===== config.mk =====
export PLATFORM = sky130hd
export DESIGN_NAME = alu_iter
export DESIGN_NICKNAME = d
export VERILOG_FILES = /design/src/rtl/alu_iter.sv
export SDC_FILE = /design/constraint.sdc
export NUM_CORES = 1
export LEC_CHECK = 0
export CELL_PAD_IN_SITES_DETAIL_PLACEMENT = 0
export CELL_PAD_IN_SITES_GLOBAL_PLACEMENT = 1
export CORE_MARGIN = 1
export CORE_UTILIZATION = 28
export CTS_BUF_LIST = sky130_fd_sc_hd__clkbuf_4 sky130_fd_sc_hd__clkbuf_8
export CTS_CLUSTER_SIZE = 10
export DETAILED_ROUTE_END_ITERATION = 8
export HOLD_SLACK_MARGIN = 0.02
export PLACE_DENSITY = 0.55
export SLEW_MARGIN = 10
export SYNTH_ARGS = -nofsm -noshare
export SYNTH_HDL_FRONTEND = slang
export SYNTH_SLANG_ARGS = --single-unit

===== constraint.sdc =====
create_clock -name clk -period 3.88 [get_ports clk]
set_input_delay 0.776 -clock clk [delete_from_list [all_inputs] [get_ports clk]]
set_output_delay 0.776 -clock clk [all_outputs]
set_load 0.02 [all_outputs]

===== src/rtl/alu_iter.sv =====
// Iterative ALU: single-cycle add/sub/logic ops plus an unsigned shift-add
// multiplier retiring STEP multiplier bits per cycle (low or high product half).
module alu_iter #(
  parameter int WIDTH = 32,
  parameter int STEP  = 1
) (
  input  logic             clk,
  input  logic             rst_n,
  input  logic             in_valid,
  output logic             in_ready,
  input  logic [2:0]       op,
  input  logic [WIDTH-1:0] a,
  input  logic [WIDTH-1:0] b,
  output logic             out_valid,
  output logic [WIDTH-1:0] result,
  output logic [3:0]       flags,
  output logic             busy
);

  localparam int N  = WIDTH / STEP;
  localparam int CW = (N > 1) ? $clog2(N) : 1;
  localparam logic [CW-1:0] LAST = CW'(N - 1);

  if (!(STEP == 1 || STEP == 2 || STEP == 4 || STEP == 8) || (WIDTH % STEP) != 0) begin : g_bad_cfg
    $error("alu_iter: illegal WIDTH/STEP combination");
  end

  typedef enum logic {IDLE, MULT} state_t;

  state_t             state_q, state_d;
  logic [CW-1:0]      cnt_q, cnt_d;
  logic [2*WIDTH-1:0] acc_q, acc_d;
  logic [2*WIDTH-1:0] mcand_q, mcand_d;
  logic [WIDTH-1:0]   mplier_q, mplier_d;
  logic               hi_q, hi_d;
  logic [WIDTH-1:0]   result_q, result_d;
  logic [3:0]         flags_q, flags_d;
  logic               out_valid_q, out_valid_d;

  logic               alu_is_sub;
  logic [WIDTH-1:0]   alu_b;
  logic [WIDTH:0]     alu_sum;
  logic [WIDTH-1:0]   alu_res;
  logic               alu_c;
  logic               alu_v;

  logic [2*WIDTH-1:0] pp_term [STEP];
  logic [2*WIDTH-1:0] pp_sum;
  logic [2*WIDTH-1:0] acc_sum;
  logic [WIDTH-1:0]   mul_res;

  // One shared adder; subtraction folds the +1 into the carry-in.
  always_comb begin
    alu_is_sub = (op == 3'b001);
    alu_b      = alu_is_sub ? ~b : b;
    alu_sum    = {1'b0, a} + {1'b0, alu_b} + {{WIDTH{1'b0}}, alu_is_sub};
    alu_res    = '0;
    alu_c      = 1'b0;
    alu_v      = 1'b0;
    case (op)
      3'b000, 3'b001: begin
        alu_res = alu_sum[WIDTH-1:0];
        alu_c   = alu_sum[WIDTH];
        alu_v   = (a[WIDTH-1] == alu_b[WIDTH-1]) && (alu_sum[WIDTH-1] != a[WIDTH-1]);
      end
      3'b010:  alu_res = a & b;
      3'b011:  alu_res = a | b;
      3'b100:  alu_res = b;
      default: alu_res = '0;
    endcase
  end

  // Multiplicand shifts left and multiplier shifts right, so each cycle only
  // looks at the low STEP multiplier bits.
  for (genvar gi = 0; gi < STEP; gi++) begin : g_pp
    assign pp_term[gi] = mplier_q[gi] ? (mcand_q << gi) : '0;
  end

  always_comb begin
    pp_sum = '0;
    for (int i = 0; i < STEP; i++) begin
      pp_sum = pp_sum + pp_term[i];
    end
    acc_sum = acc_q + pp_sum;
    mul_res = hi_q ? acc_sum[2*WIDTH-1:WIDTH] : acc_sum[WIDTH-1:0];
  end

  always_comb begin
    state_d     = state_q;
    cnt_d       = cnt_q;
    acc_d       = acc_q;
    mcand_d     = mcand_q;
    mplier_d    = mplier_q;
    hi_d        = hi_q;
    result_d    = result_q;
    flags_d     = flags_q;
    out_valid_d = 1'b0;
    case (state_q)
      IDLE: begin
        if (in_valid) begin
          if (op[2:1] == 2'b11) begin
            state_d  = MULT;
            cnt_d    = '0;
            acc_d    = '0;
            mcand_d  = {{WIDTH{1'b0}}, a};
            mplier_d = b;
            hi_d     = ~op[0];
          end else begin
            result_d    = alu_res;
            flags_d     = {alu_res[WIDTH-1], (alu_res == '0), alu_c, alu_v};
            out_valid_d = 1'b1;
          end
        end
      end
      MULT: begin
        acc_d    = acc_sum;
        mcand_d  = mcand_q << STEP;
        mplier_d = mplier_q >> STEP;
        cnt_d    = cnt_q + 1'b1;
        if (cnt_q == LAST) begin
          state_d     = IDLE;
          cnt_d       = '0;
          result_d    = mul_res;
          flags_d     = {mul_res[WIDTH-1], (mul_res == '0), 2'b00};
          out_valid_d = 1'b1;
        end
      end
      default: state_d = IDLE;
    endcase
  end

  always_ff @(posedge clk or negedge rst_n) begin
    if (!rst_n) begin
      state_q     <= IDLE;
      cnt_q       <= '0;
      acc_q       <= '0;
      mcand_q     <= '0;
      mplier_q    <= '0;
      hi_q        <= 1'b0;
      result_q    <= '0;
      flags_q     <= '0;
      out_valid_q <= 1'b0;
    end else begin
      state_q     <= state_d;
      cnt_q       <= cnt_d;
      acc_q       <= acc_d;
      mcand_q     <= mcand_d;
      mplier_q    <= mplier_d;
      hi_q        <= hi_d;
      result_q    <= result_d;
      flags_q     <= flags_d;
      out_valid_q <= out_valid_d;
    end
  end

  assign in_ready  = (state_q == IDLE);
  assign busy      = ~in_ready;
  assign out_valid = out_valid_q;
  assign result    = result_q;
  assign flags     = flags_q;

endmodule


# Word level (Yosys, flattened, before mapping)
# Cells that the tools add are included.
[totals]
ff_bits = 204
input_bits = 70
output_inout_bits = 39
elab_cells = 73
[op_classes]
add_sub_neg = 4
eq_ne = 12
muxes = 35
bitwise = 5
reduce_logical = 8
[ops]
columns = ["operator", "count"]
rows = [
  ["two-way mux 64 bit", 5],
  ["case mux 64 bit (2 select lines)", 2],
  ["two-way mux 32 bit", 7],
  ["case mux 32 bit (2 select lines)", 2],
  ["case mux 32 bit (4 select lines)", 1],
  ["adder 64 bit", 1],
  ["zero test 32 bit", 2],
  ["adder 32 x 32 -> 33 bit", 1],
  ["adder 33 x 1 -> 33 bit", 1],
  ["bitwise AND 32 bit", 1],
  ["inverter 32 bit", 1],
  ["bitwise OR 32 bit", 1],
  ["two-way mux 5 bit", 3],
  ["two-way mux 4 bit", 3],
  ["case mux 5 bit (2 select lines)", 1],
  ["two-way mux 1 bit", 8],
  ["case mux 4 bit (2 select lines)", 1],
  ["equality test 3 x 2 -> 1 bit (second input constant)", 2],
  ["AND reduction 3 bit", 2],
  ["adder 5 x 1 -> 5 bit (second input constant)", 1],
  ["equality test 5 bit (second input constant)", 1],
  ["!= test 2 x 1 -> 1 bit (second input constant)", 2],
  ["!= test 2 bit (second input constant)", 2],
  ["case mux 1 bit (2 select lines)", 2],
  ["other kinds (10)", 11],
]

# Depth between registers and ports, before layout
# Gate-level depths: netlist (run 1).
[logic_depth]
depth_word = 10
ltp_mapped = 22
ltp_nobuf = 17

# Worst setup path before layout (run 1)
# Ideal clock, no wire load.
[synth_path]
path_type = "in2reg"
start = "input op[1]"
end = "register flags_q[2] (netlist: flags[2])"
setup_ns = 0.095
arrival_time_ns = 5.400
required_time_ns = 3.785
path_slack_ns = -1.615
cell_stages = 22
path_buffers = 6
cell_sequence = "buf_1 > nor2_1 > clkbuf_1 > clkbuf_1 > and2_1 > clkbuf_1 > clkbuf_1 > xor2_1 > ha_1 > clkbuf_1 > a21oi_1 > a21oi_1 > o311a_1 > a211oi_1 > a211oi_1 > o221a_2 > xnor2_1 > nor2_1 > a221oi_1 > nor4b_1 > a32oi_1 > o31ai_1"
[synth_between]
elab_chain_len = 9
elab_cells_between_ends = 17
cone_classes = "add/sub (2); eq/ne (6); mux (5); reduce/logical (4)"
[synth_lines]
columns = ["item", "line_no", "text"]
rows = [
  ["start, declared", "11", "input logic [2:0] op,"],
  ["equality test 3 x 1 -> 1 bit", "54, 60", ""],
  ["two-way mux 32 bit", "55", "alu_b = alu_is_sub ? ~b : b;"],
  ["adder 32 x 32 -> 33 bit", "56", "alu_sum = {1'b0, a} + {1'b0, alu_b} + {{WIDTH{1'b0}}, alu_is_sub};"],
  ["adder 33 x 1 -> 33 bit", "56", ""],
  ["case mux 32 bit (4 select lines)", "60", "case (op)"],
  ["zero test 32 bit", "110", "flags_d = {alu_res[WIDTH-1], (alu_res == '0), alu_c, alu_v};"],
  ["two-way mux 4 bit", "101", "if (op[2:1] == 2'b11) begin"],
  ["two-way mux 4 bit", "100", "if (in_valid) begin"],
  ["case mux 4 bit (2 select lines)", "98", "case (state_q)"],
  ["end signal, assigned", "151", "flags_q <= flags_d;"],
  ["end, declared", "37", "logic [3:0] flags_q, flags_d;"],
]
# Parallel ways exist; a longest one is shown, timed or not. The select of a mux whose other input is x is not followed.
# A chain may end at the register's enable or synchronous reset.

# Worst setup path in the final report (run 1)
[layout_path]
start = "register mplier_q[0]"
end = "register flags_q[2] (netlist: flags[2])"
[layout_between]
elab_chain_len = 6
[layout_lines]
columns = ["item", "line_no", "text"]
rows = [
  ["start, declared", "34", "logic [WIDTH-1:0] mplier_q, mplier_d;"],
  ["start signal, assigned", "148", "mplier_q <= mplier_d;"],
  ["two-way mux 64 bit", "76", "assign pp_term[gi] = mplier_q[gi] ? (mcand_q << gi) : '0;"],
  ["adder 64 bit", "84", "acc_sum = acc_q + pp_sum;"],
  ["two-way mux 32 bit", "85", "mul_res = hi_q ? acc_sum[2*WIDTH-1:WIDTH] : acc_sum[WIDTH-1:0];"],
  ["zero test 32 bit", "124", "flags_d = {mul_res[WIDTH-1], (mul_res == '0), 2'b00};"],
  ["two-way mux 4 bit", "120", "if (cnt_q == LAST) begin"],
  ["case mux 4 bit (2 select lines)", "98", ""],
]
# No other way between the ends. The select of a mux whose other input is x is not followed.

==> results of run 1 <==
-- how the worst max path moves through the flow --
stage                     start        to  slack [ns]  cells past startpoint
global route        mplier_q[0]  flags[2]       -0.76                     22
detailed placement        op[2]  flags[2]       -1.40                     18
global placement          op[2]  flags[2]       -1.16                     19
floorplan                 op[1]  flags[2]       -0.66                     21
CTS                 mplier_q[0]  flags[2]       -0.60                     16
finish              mplier_q[0]  flags[2]       -0.58                     16
-- worst max-delay path, stage by stage, from the launching register on --
cell and delay [ns]:
dfrtp_2 0.43, and2_1 0.17, ha_2 0.19, fa_2 0.34, a21o_1 0.22, a311oi_4 0.41, or4_4 0.23, nand3_1 0.13
xnor2_1 0.48, nor2_1 0.08, a2111o_1 0.37, and4b_1 0.34, nand4_1 0.12, nor4_2 0.33, nand4_1 0.18, buf_6 0.18
o31ai_4 0.17
-- routing by layer --
metal	track usage	vias to the layer above	wire, um
met1	0.308	8563	31200
met5	0	-	0
met4	0.0704	0	1800
met3	0.0242	106	2890
met2	0.384	461	32600
li1	-	8360	-
-- registers in the layout, indices dropped and copies added, names as in the netlist --
name       cells
hi_q           1
out_valid      1
mcand_q       64
cnt_q          5
busy           1
mplier_q      32
acc_q         64
flags          3
result        32
-- synthesized netlist by cell type (all sizes together) (8+ instances only) --
cell    count
dfrtp     203
nand2     145
a21oi     134
ha        106
o21ai     101
clkbuf     98
nor2       94
inv        91
and2       84
a22o       77
a222oi     68
xor2       59
a21o       51
xnor2      43
nand4      42
nor3       31
nand3      30
maj3       27
buf        24
a211oi     19
a22oi      18
a31oi      17
and3       16
o211ai     16
o221ai     16
o21bai     15
mux2i      14
o21a       14
a221o      13
o31ai      12
a211o      11
nand2b     11
or3        11
nor2b      10
a21boi      8
-- repair_timing --
item / CTS / global route
hold endpoints to repair: 0 / 0
buffers inserted: 10 / 16
pin swaps: 16 / 44
setup endpoints to repair: 28 / 25
gates resized for setup: 110 / 102
-- stage by stage --
step / setup TNS, ns / util
2_1_floorplan: -4.31 / -
3_3_place_gp: -16.86 / 0.400
3_5_place_dp: -19.84 / 0.400
4_1_cts: -1.13 / 0.426
5_1_grt: -2.84 / 0.437
6_report: -1.43 / 0.437
-- report_power, final --
group / internal [uW] / switching [uW]
registers: 2820 / 562
clock network: 1310 / 1060
logic: 3740 / 3800
-- cell type report --
type                            count  share of cell area
Multi-Input combinational cell   1423               0.457
Timing Repair Buffer              764               0.250
Sequential cell                   203               0.206
Tap cell                          756              0.0382
Clock buffer                       59              0.0301
Inverter                           93              0.0141
Clock inverter                     15             0.00481
-- logic make-up after synthesis --
family | after synthesis
fa+ha+maj | 135
buf+inv | 215
flops | 203
mux | 16
xor+xnor | 102
simple gates | 518
compound gates | 652
-- cell usage in the layout, fill, tap and decap left out, drive strengths merged, types with 8 or more instances in the layout --
cell type,n
nor2b,10
or3,11
o21ai,101
maj3,27
nand3,30
dfrtp,203
nand2,145
o221ai,16
a31oi,17
a211o,11
o21a,14
and3,16
a21boi,8
xor2,59
clkdlybuf4s50,101
a21oi,134
and2,84
nor3,31
a22o,77
a221o,13
o31ai,12
a211oi,19
buf,659
a222oi,68
nand4,42
clkbuf,60
nand2b,11
o21bai,15
mux2i,14
a22oi,18
xnor2,43
clkinv,12
o211ai,16
inv,93
nor2,94
a21o,51
ha,106
==> flow_metrics.tcl, run 1 <==
set metrics [dict create \
    design_area_um2 24700 \
    area_growth_pct 53.7 \
    avgSynthCellArea_um2 8.74 \
    reg2reg_to "flags[2]" \
    vias_per_cell 5.28 \
    period_share 1.15 \
    place_congestion 0.950 \
    power_uw 13300 \
    antennaDiodeCount 0 \
    initial_core_util 0.284 \
    gr-total-overflow 0 \
    drive_gt1_frac 0.368 \
    path_clk_slew_ns 0.06 \
    yosys_register_bits 203 \
    muxShareOfSynthArea 0.0101 \
    yosys.area_share.simple 0.167 \
    ff2ff_path_depth 16 \
    rows 87 \
    outcome "finished, violations left" \
    tightest_slew_ns 0.969 \
    synth_nets 2019 \
    fmax_mhz 224 \
    synthAdderAreaFrac 0.102 \
    io_pins 109 \
    clockBufferDepth 3 \
    wl_um 68500 \
    crit_path_end_kind "flop" \
    cts_hold_buf 0 \
    area.sequential_um2 5090 \
    final-max-slew-violation-count 0 \
    die-width_um 242 \
    yosys.area.top_type "dfrtp_1" \
    synth-edff-count 0 \
    netlist_instances 1841 \
    synth_top_family_by_area "compound AO/OA/AOI/OAI gates" \
    synthFlopType "dfrtp_1" \
    htree_levels 2 \
    cts.sinks 203 \
    drc 0 \
    synth_xor_area_frac 0.0555 \
    dieArea_um2 58400 \
    finalHoldViolCount 0 \
    crit_fanout 5 \
    wire_per_inst_um 20.7 \
    setup_viol 7 \
    antenna_found_initial 1 \
    critical_path_required_ns 4.40 \
    routed-via-count 17500 \
    fin_skew_ns 0.0360 \
    synth.area.top_cells "dfrtp_1 32%, ha_1 8.2%, a222oi_1 4.2%" \
    root_buffer "clkbuf_8" \
    clkLatencyLatePin_ns 0.62 \
    final_nets 2703 \
    r2r_slack_ns -0.58 \
    grt_pass1_vias 18100 \
    min_path_type "in2async" \
    port_buffers 108 \
    antenna_left 0 \
    setup_ws_ns -0.579 \
    async_reset_ff_frac 1.00 \
    fp.dieH_um 242 \
    period_needed_ns 4.46 \
    grt_pass1_wl_um 105000 \
    grt_max_degree 108 \
    synth_compound_area_frac 0.297 \
    synth_top_area_frac 0.316 \
    instances_no_fill 3313 \
    drt_first_pass_iters 8 \
    p_leak_uw 0.0119 \
    worstPathArrival_ns 4.98 \
    ys_warn_count 0 \
    ys_types 96 \
    power_density_nw_per_um2 537 \
    syn-cell-area_um2 16100 \
    violations "negative setup slack" \
    hpwl_um 53000 \
    critical_path_class "reg2reg" \
    max_slew_margin 0.354 \
    grtUsageTotal 0.229 \
    core-area_um2 56600 \
    rsz0062_at_grt "yes" \
    ir_drop_mv 0.272 \
    place_area_um2 22600 \
    cap_violations 0 \
    place_inst 3213 \
    reg2reg_from "mplier_q[0]" \
    cts_tree "yes" \
    critPathLaunchType "flop" \
    hold_ws_ns 0.223 \
    cts_made_buffers 40 \
    synth-seq-area-share 0.316 \
    drt-initial-drc-count 1193 \
    multi_input_area_um2 11300 \
    pre_cts_ws_ns -1.40 \
    fillers 5700 \
]
Power figures use the tool's default switching activity.
==> run 2, diff against run 1 <==
--- a/config.mk
+++ b/config.mk
@@ -13,7 +13,7 @@
 export CTS_CLUSTER_SIZE = 10
 export DETAILED_ROUTE_END_ITERATION = 8
 export HOLD_SLACK_MARGIN = 0.02
-export PLACE_DENSITY = 0.55
+export PLACE_DENSITY = 0.53
 export SLEW_MARGIN = 10
 export SYNTH_ARGS = -nofsm -noshare
 export SYNTH_HDL_FRONTEND = slang
==> constraint.sdc (replaced) <==
create_clock -name clk -period 5.4 [get_ports clk]
set_input_delay 1.08 -clock clk [delete_from_list [all_inputs] [get_ports clk]]
set_output_delay 1.08 -clock clk [all_outputs]
set_load 0.02 [all_outputs]
==> flow_metrics.tcl, run 2 (synthesized netlist as in run 1, its figures left out) <==
set metrics [dict create \
    holdPathStages 1 \
    cts_setup_buffers 0 \
    cp.depth 19 \
    place_congestion 0.884 \
    worst-path-buf-inv 3 \
    hpwl_um 49400 \
    ff2ff_path_depth 15 \
    design_area_um2 19700 \
    clkLatencyLatePin_ns 0.61 \
    drt_first_pass_iters 6 \
    grt_max_degree 92 \
    ir_drop_mv 0.187 \
    period_share 0.933 \
    critical_path_required_ns 5.90 \
    period_needed_ns 5.04 \
    drt-initial-drc-count 1249 \
    setup_viol 0 \
    root_buffer "clkbuf_8" \
    dieArea_um2 58400 \
    clockBufferDepth 3 \
    crit_path_end_kind "flop" \
    rows 87 \
    finalHoldViolCount 0 \
    reg2reg_from "mplier_q[0]" \
    fin_skew_ns 0.0142 \
    place_inst 2726 \
    cts_tree "yes" \
    final_common_cell "dfrtp_1" \
    tightest_slew_ns 1.13 \
    crit_start "op[2]" \
    io_pins 109 \
    vias_per_cell 5.52 \
    r2r_slack_ns 0.52 \
    final_cell_mix "201 x dfrtp_1, 144 x nand2_1, 138 x buf_4" \
    crit_fanout 11 \
    final-max-slew-violation-count 0 \
    max_slew_margin 0.250 \
    antenna_found_initial 0 \
    grtUsageTotal 0.220 \
    fillers 5958 \
    antenna_left 0 \
    cp-endpoint "flags[2]" \
    wl_um 64800 \
    gr-total-overflow 0 \
    cts.sinks 203 \
    routed-via-count 15500 \
    crit_family "compound AO/OA/AOI/OAI gates" \
    grt_pass1_wl_um 99700 \
    wire_per_inst_um 23.2 \
    die-width_um 242 \
    core-area_um2 56600 \
    instances_no_fill 2800 \
    crit_chain "clkdlybuf4s50_1 > nor2_2 > and2_2 > buf_12 > xor2_1 > ha_1 > a21oi_1 > o21ai_0 > nor3_1 > a21oi_1 > a211o_1 > a31oi_1 > xnor2_1 > a222oi_1 > nand4b_1 > nor4b_1 > buf_4 > a32oi_1 > o31ai_1" \
    hold_ws_ns 0.484 \
    port_buffers 108 \
    rsz0062_at_grt "no" \
    cts_made_buffers 43 \
    htree_levels 2 \
    reg2reg_to "flags[2]" \
    place_area_um2 18800 \
    final_nets 2193 \
    area_growth_pct 22.7 \
    critPathLaunchType "input port" \
    drive_gt1_frac 0.129 \
    min_path_type "reg2reg" \
    path_clk_slew_ns 0.06 \
    cpPeakStageDelay_ns 0.45 \
    cap_violations 0 \
    fmax_mhz 198 \
    p_leak_uw 0.00914 \
    worstPathArrival_ns 5.54 \
    grt_pass1_vias 15900 \
    antennaDiodeCount 0 \
    critical_path_class "in2reg" \
    cp_common_cell "a21oi_1" \
    fin_util 0.349 \
    initial_core_util 0.284 \
    drc 0 \
    outcome "finished clean" \
    cp_slowest_cell "clkdlybuf4s50_1" \
    power_density_nw_per_um2 415 \
    largestRegisters "acc_q x64, mcand_q x64" \
    fp.dieH_um 242 \
]
[run 2: worst register-to-register path: stages, from the launching register on]
cell,delay [ns]
dfrtp_1,0.47
buf_12,0.22
and2_1,0.20
ha_1,0.44
and4_1,0.30
nand2_1,0.12
nor4_1,0.19
a32o_1,0.28
o21a_1,0.26
o211ai_2,0.18
a211oi_1,0.70
o2111ai_1,0.26
and3_1,0.26
o31ai_1,0.55
a211o_1,0.24
o31ai_1,0.09
[run 2: worst min-delay path by stage]
stage          slack [ns]   startpoint          end
6_report             0.48     cnt_q[3]     cnt_q[3]
3_3_place_gp         0.45     cnt_q[3]     cnt_q[3]
3_5_place_dp         0.47     cnt_q[3]     cnt_q[3]
5_1_grt              0.51  mcand_q[63]  mcand_q[63]
2_1_floorplan        0.44     cnt_q[3]     cnt_q[3]
4_1_cts              0.48     cnt_q[3]     cnt_q[3]
[run 2: routing by layer]
layer  GRT usage  routed length [um]
met3      0.0262                2180
met1       0.300               30800
met2       0.366               30300
met4      0.0586                1520
met5           0                   0
[run 2: report_power, final]
part	switching, uW	leakage (uW)	internal, uW
clock	758	0.000504	1120
sequential	445	0.00268	2030
combinational	2260	0.00596	1580
total	3460	0.00914	4730
[run 2: timing repair]
action | in CTS | in global routing
gates resized for setup | 0 | 1
hold buffers | 0 | 0
endpoints found under the hold margin | 0 | 0
setup endpoints to repair | 0 | 1
[run 2: stage by stage]
| stage | TNS (ns) | setup WS (ns) | power [uW] |
|---|---|---|---|
| after floorplan | 0 | 0.0403 | 4690 |
| after detailed placement | -0.538 | -0.286 | 6320 |
| after global routing | 0 | 0.00945 | 8750 |
| final | 0 | 0.359 | 8190 |
| after global placement | -0.428 | -0.194 | 6310 |
| after CTS | 0 | 0.364 | 8270 |
[run 2: area by class of cell]
class	instances	area [um2]	share of cell area
clock inverters	7	110	0.00558
flip-flops and latches	203	5080	0.258
inverters	93	349	0.0177
repair buffers	251	2220	0.112
multi-input cells	1423	10200	0.517
clock buffers	67	835	0.0423
well taps	756	946	0.0479
==> run 3, diff against run 2 <==
--- a/config.mk
+++ b/config.mk
@@ -7,6 +7,7 @@
 export LEC_CHECK = 0
 export CELL_PAD_IN_SITES_DETAIL_PLACEMENT = 0
 export CELL_PAD_IN_SITES_GLOBAL_PLACEMENT = 1
+export CORE_ASPECT_RATIO = 1.25
 export CORE_MARGIN = 1
 export CORE_UTILIZATION = 28
 export CTS_BUF_LIST = sky130_fd_sc_hd__clkbuf_4 sky130_fd_sc_hd__clkbuf_8
==> constraint.sdc (replaced) <==
create_clock -name clk -period 5.4 [get_ports clk]
set_input_delay 1.08 -clock clk [delete_from_list [all_inputs] [get_ports clk]]
set_output_delay 1.08 -clock clk [all_outputs]
set_load 0.1 [all_outputs]
==> flow_metrics.tcl, run 3 (synthesized netlist as in run 1, its figures left out) <==
set metrics [dict create \
    outcome "finished clean" \
    period_share 0.953 \
    routed-via-count 15400 \
    cap_violations 0 \
    port_buffers 108 \
    grt_pass1_vias 16100 \
    hpwl_um 50200 \
    crit_family "compound AO/OA/AOI/OAI gates" \
    drive_gt1_frac 0.125 \
    drc 0 \
    pwr-share-clk 0.200 \
    crit_fanout 9 \
    path_clk_slew_ns 0.06 \
    largestRegisters "acc_q x64, mcand_q x64" \
    vias_per_cell 5.53 \
    period_needed_ns 5.14 \
    fmax_mhz 194 \
    cts_tree "yes" \
    final_nets 2188 \
    min_path_type "in2async" \
    instances_no_fill 2779 \
    clockBufferDepth 3 \
    drt_first_pass_iters 7 \
    hold_ws_ns 0.396 \
    place_area_um2 18700 \
    cpPeakStageDelay_ns 0.50 \
    worst-path-buf-inv 3 \
    design_area_um2 19600 \
    p_comb_frac 0.518 \
    cts_hold_buf 0 \
    ir_drop_mv 0.316 \
    ff2ff_path_depth 17 \
    finalHoldViolCount 0 \
    area_growth_pct 21.8 \
    fp.dieH_um 270 \
    gr-total-overflow 0 \
    critical_path_class "in2reg" \
    grtUsageTotal 0.222 \
    antenna_left 0 \
    area.sequential_um2 5080 \
    die-width_um 216 \
    place_inst 2709 \
    crit_chain "clkdlybuf4s50_1 > nor2_2 > and2_2 > buf_4 > xor2_1 > ha_1 > and4_1 > nor3b_1 > a22oi_2 > a211oi_1 > a2111oi_1 > xnor2_1 > a222oi_1 > and2_1 > nand4b_1 > nor4b_1 > buf_4 > a32oi_1 > o31ai_1" \
    setup_tns_ns 0 \
    grt_max_degree 98 \
    crit_path_end_kind "flop" \
    antenna_found_initial 1 \
    io_pins 109 \
    setup_viol 0 \
    p_int_uw 4610 \
    p_leak_uw 0.00908 \
    p_seq_frac 0.283 \
    multi_input_area_um2 10200 \
    dieArea_um2 58400 \
    critical_path_required_ns 5.92 \
    root_buffer "clkbuf_8" \
    cp_slowest_cell "a2111oi_1" \
    cp_common_cell "buf_4" \
    rows 97 \
    tightest_slew_ns 1.09 \
    rsz0062_at_grt "no" \
    power_switching_uw 4120 \
    grt_pass1_wl_um 99500 \
    fillers 5915 \
    wl_um 65100 \
    place_congestion 0.934 \
    critPathLaunchType "input port" \
    cp.depth 19 \
    initial_core_util 0.285 \
    swShare 0.472 \
    final_common_cell "dfrtp_1" \
    final_cell_mix "201 x dfrtp_1, 144 x nand2_1, 136 x buf_4" \
    clkLatencyLatePin_ns 0.62 \
    cts.sinks 203 \
    power_density_nw_per_um2 445 \
    cts_made_buffers 41 \
    fin_skew_ns 0.0497 \
    max_slew_margin 0.263 \
    final-max-slew-violation-count 0 \
    core-area_um2 56400 \
    worstPathArrival_ns 5.66 \
    htree_levels 2 \
    drt-initial-drc-count 986 \
    wire_per_inst_um 23.4 \
]
==> run 3: cell count changes in the layout (fill, tap and decap cells not counted), sizes merged <==
cell | previous run | this run
buf | 145 | 142
clkinv | 6 | 5
diode | 0 | 1
clkbuf | 67 | 63
inv | 91 | 92
bufinv | 3 | 2
==> run 3: final cells by class <==
type,instances,share of cell area
Sequential cell,203,0.259
Antenna cell,1,0.000128
Clock buffer,63,0.0391
Multi-Input combinational cell,1423,0.520
Timing Repair Buffer,248,0.111
Tap cell,742,0.0474
Clock inverter,6,0.00428
Inverter,93,0.0178
==> run 3: metal layers <==
layer	track usage	vias up	share of wire
li1	-	7308	-
met1	0.273	7650	0.43
met2	0.394	326	0.51
met3	0.0280	77	0.033
met4	0.0736	0	0.029
met5	0	-	0
==> run 3: power groups by stage <==
stage               combinational, uW  sequential, uW  clock, uW
CTS                              4530            2470       1810
finish                           4520            2470       1740
global route                     4870            2530       1870
detailed placement               4510            2490          0
floorplan                        2320            3020          0
global placement                 4500            2490          0
==> run 3: worst paths after layout <==
kind,start,end,slack [ns]
max,op[2],flags[2],0.26
min,rst_n,cnt_q[2],0.40
max reg2reg,mplier_q[0],flags[2],0.35
min reg2reg,cnt_q[3],cnt_q[3],0.48
max in group asynchronous,rst_n,result[4],3.81
min in group clk,cnt_q[3],cnt_q[3],0.48
==> run 3: what timing repair did <==
action,in CTS,in global routing
gates resized for setup,0,1
setup buffers,0,0
endpoints found under the setup margin,0,1
==> run 3: through the flow <==
step	total power, uW	setup slack (ns)	utilization
floorplan	5340	0.0203	-
global placement	6990	-0.509	0.332
detailed placement	7000	-0.523	0.332
CTS	8810	0.118	0.347
global route	9270	0.0168	0.347
finish	8730	0.256	0.347
==> run 3: worst reg2reg max path: cells and delay by family, from the launching register on <==
| family | cells | cell delay [ns] |
|---|---|---|
| compound gates | 6 | 1.77 |
| xor+xnor | 1 | 0.23 |
| fa+ha+maj | 1 | 0.43 |
| buf+inv | 3 | 0.60 |
| flops | 1 | 0.47 |
| simple gates | 6 | 1.49 |
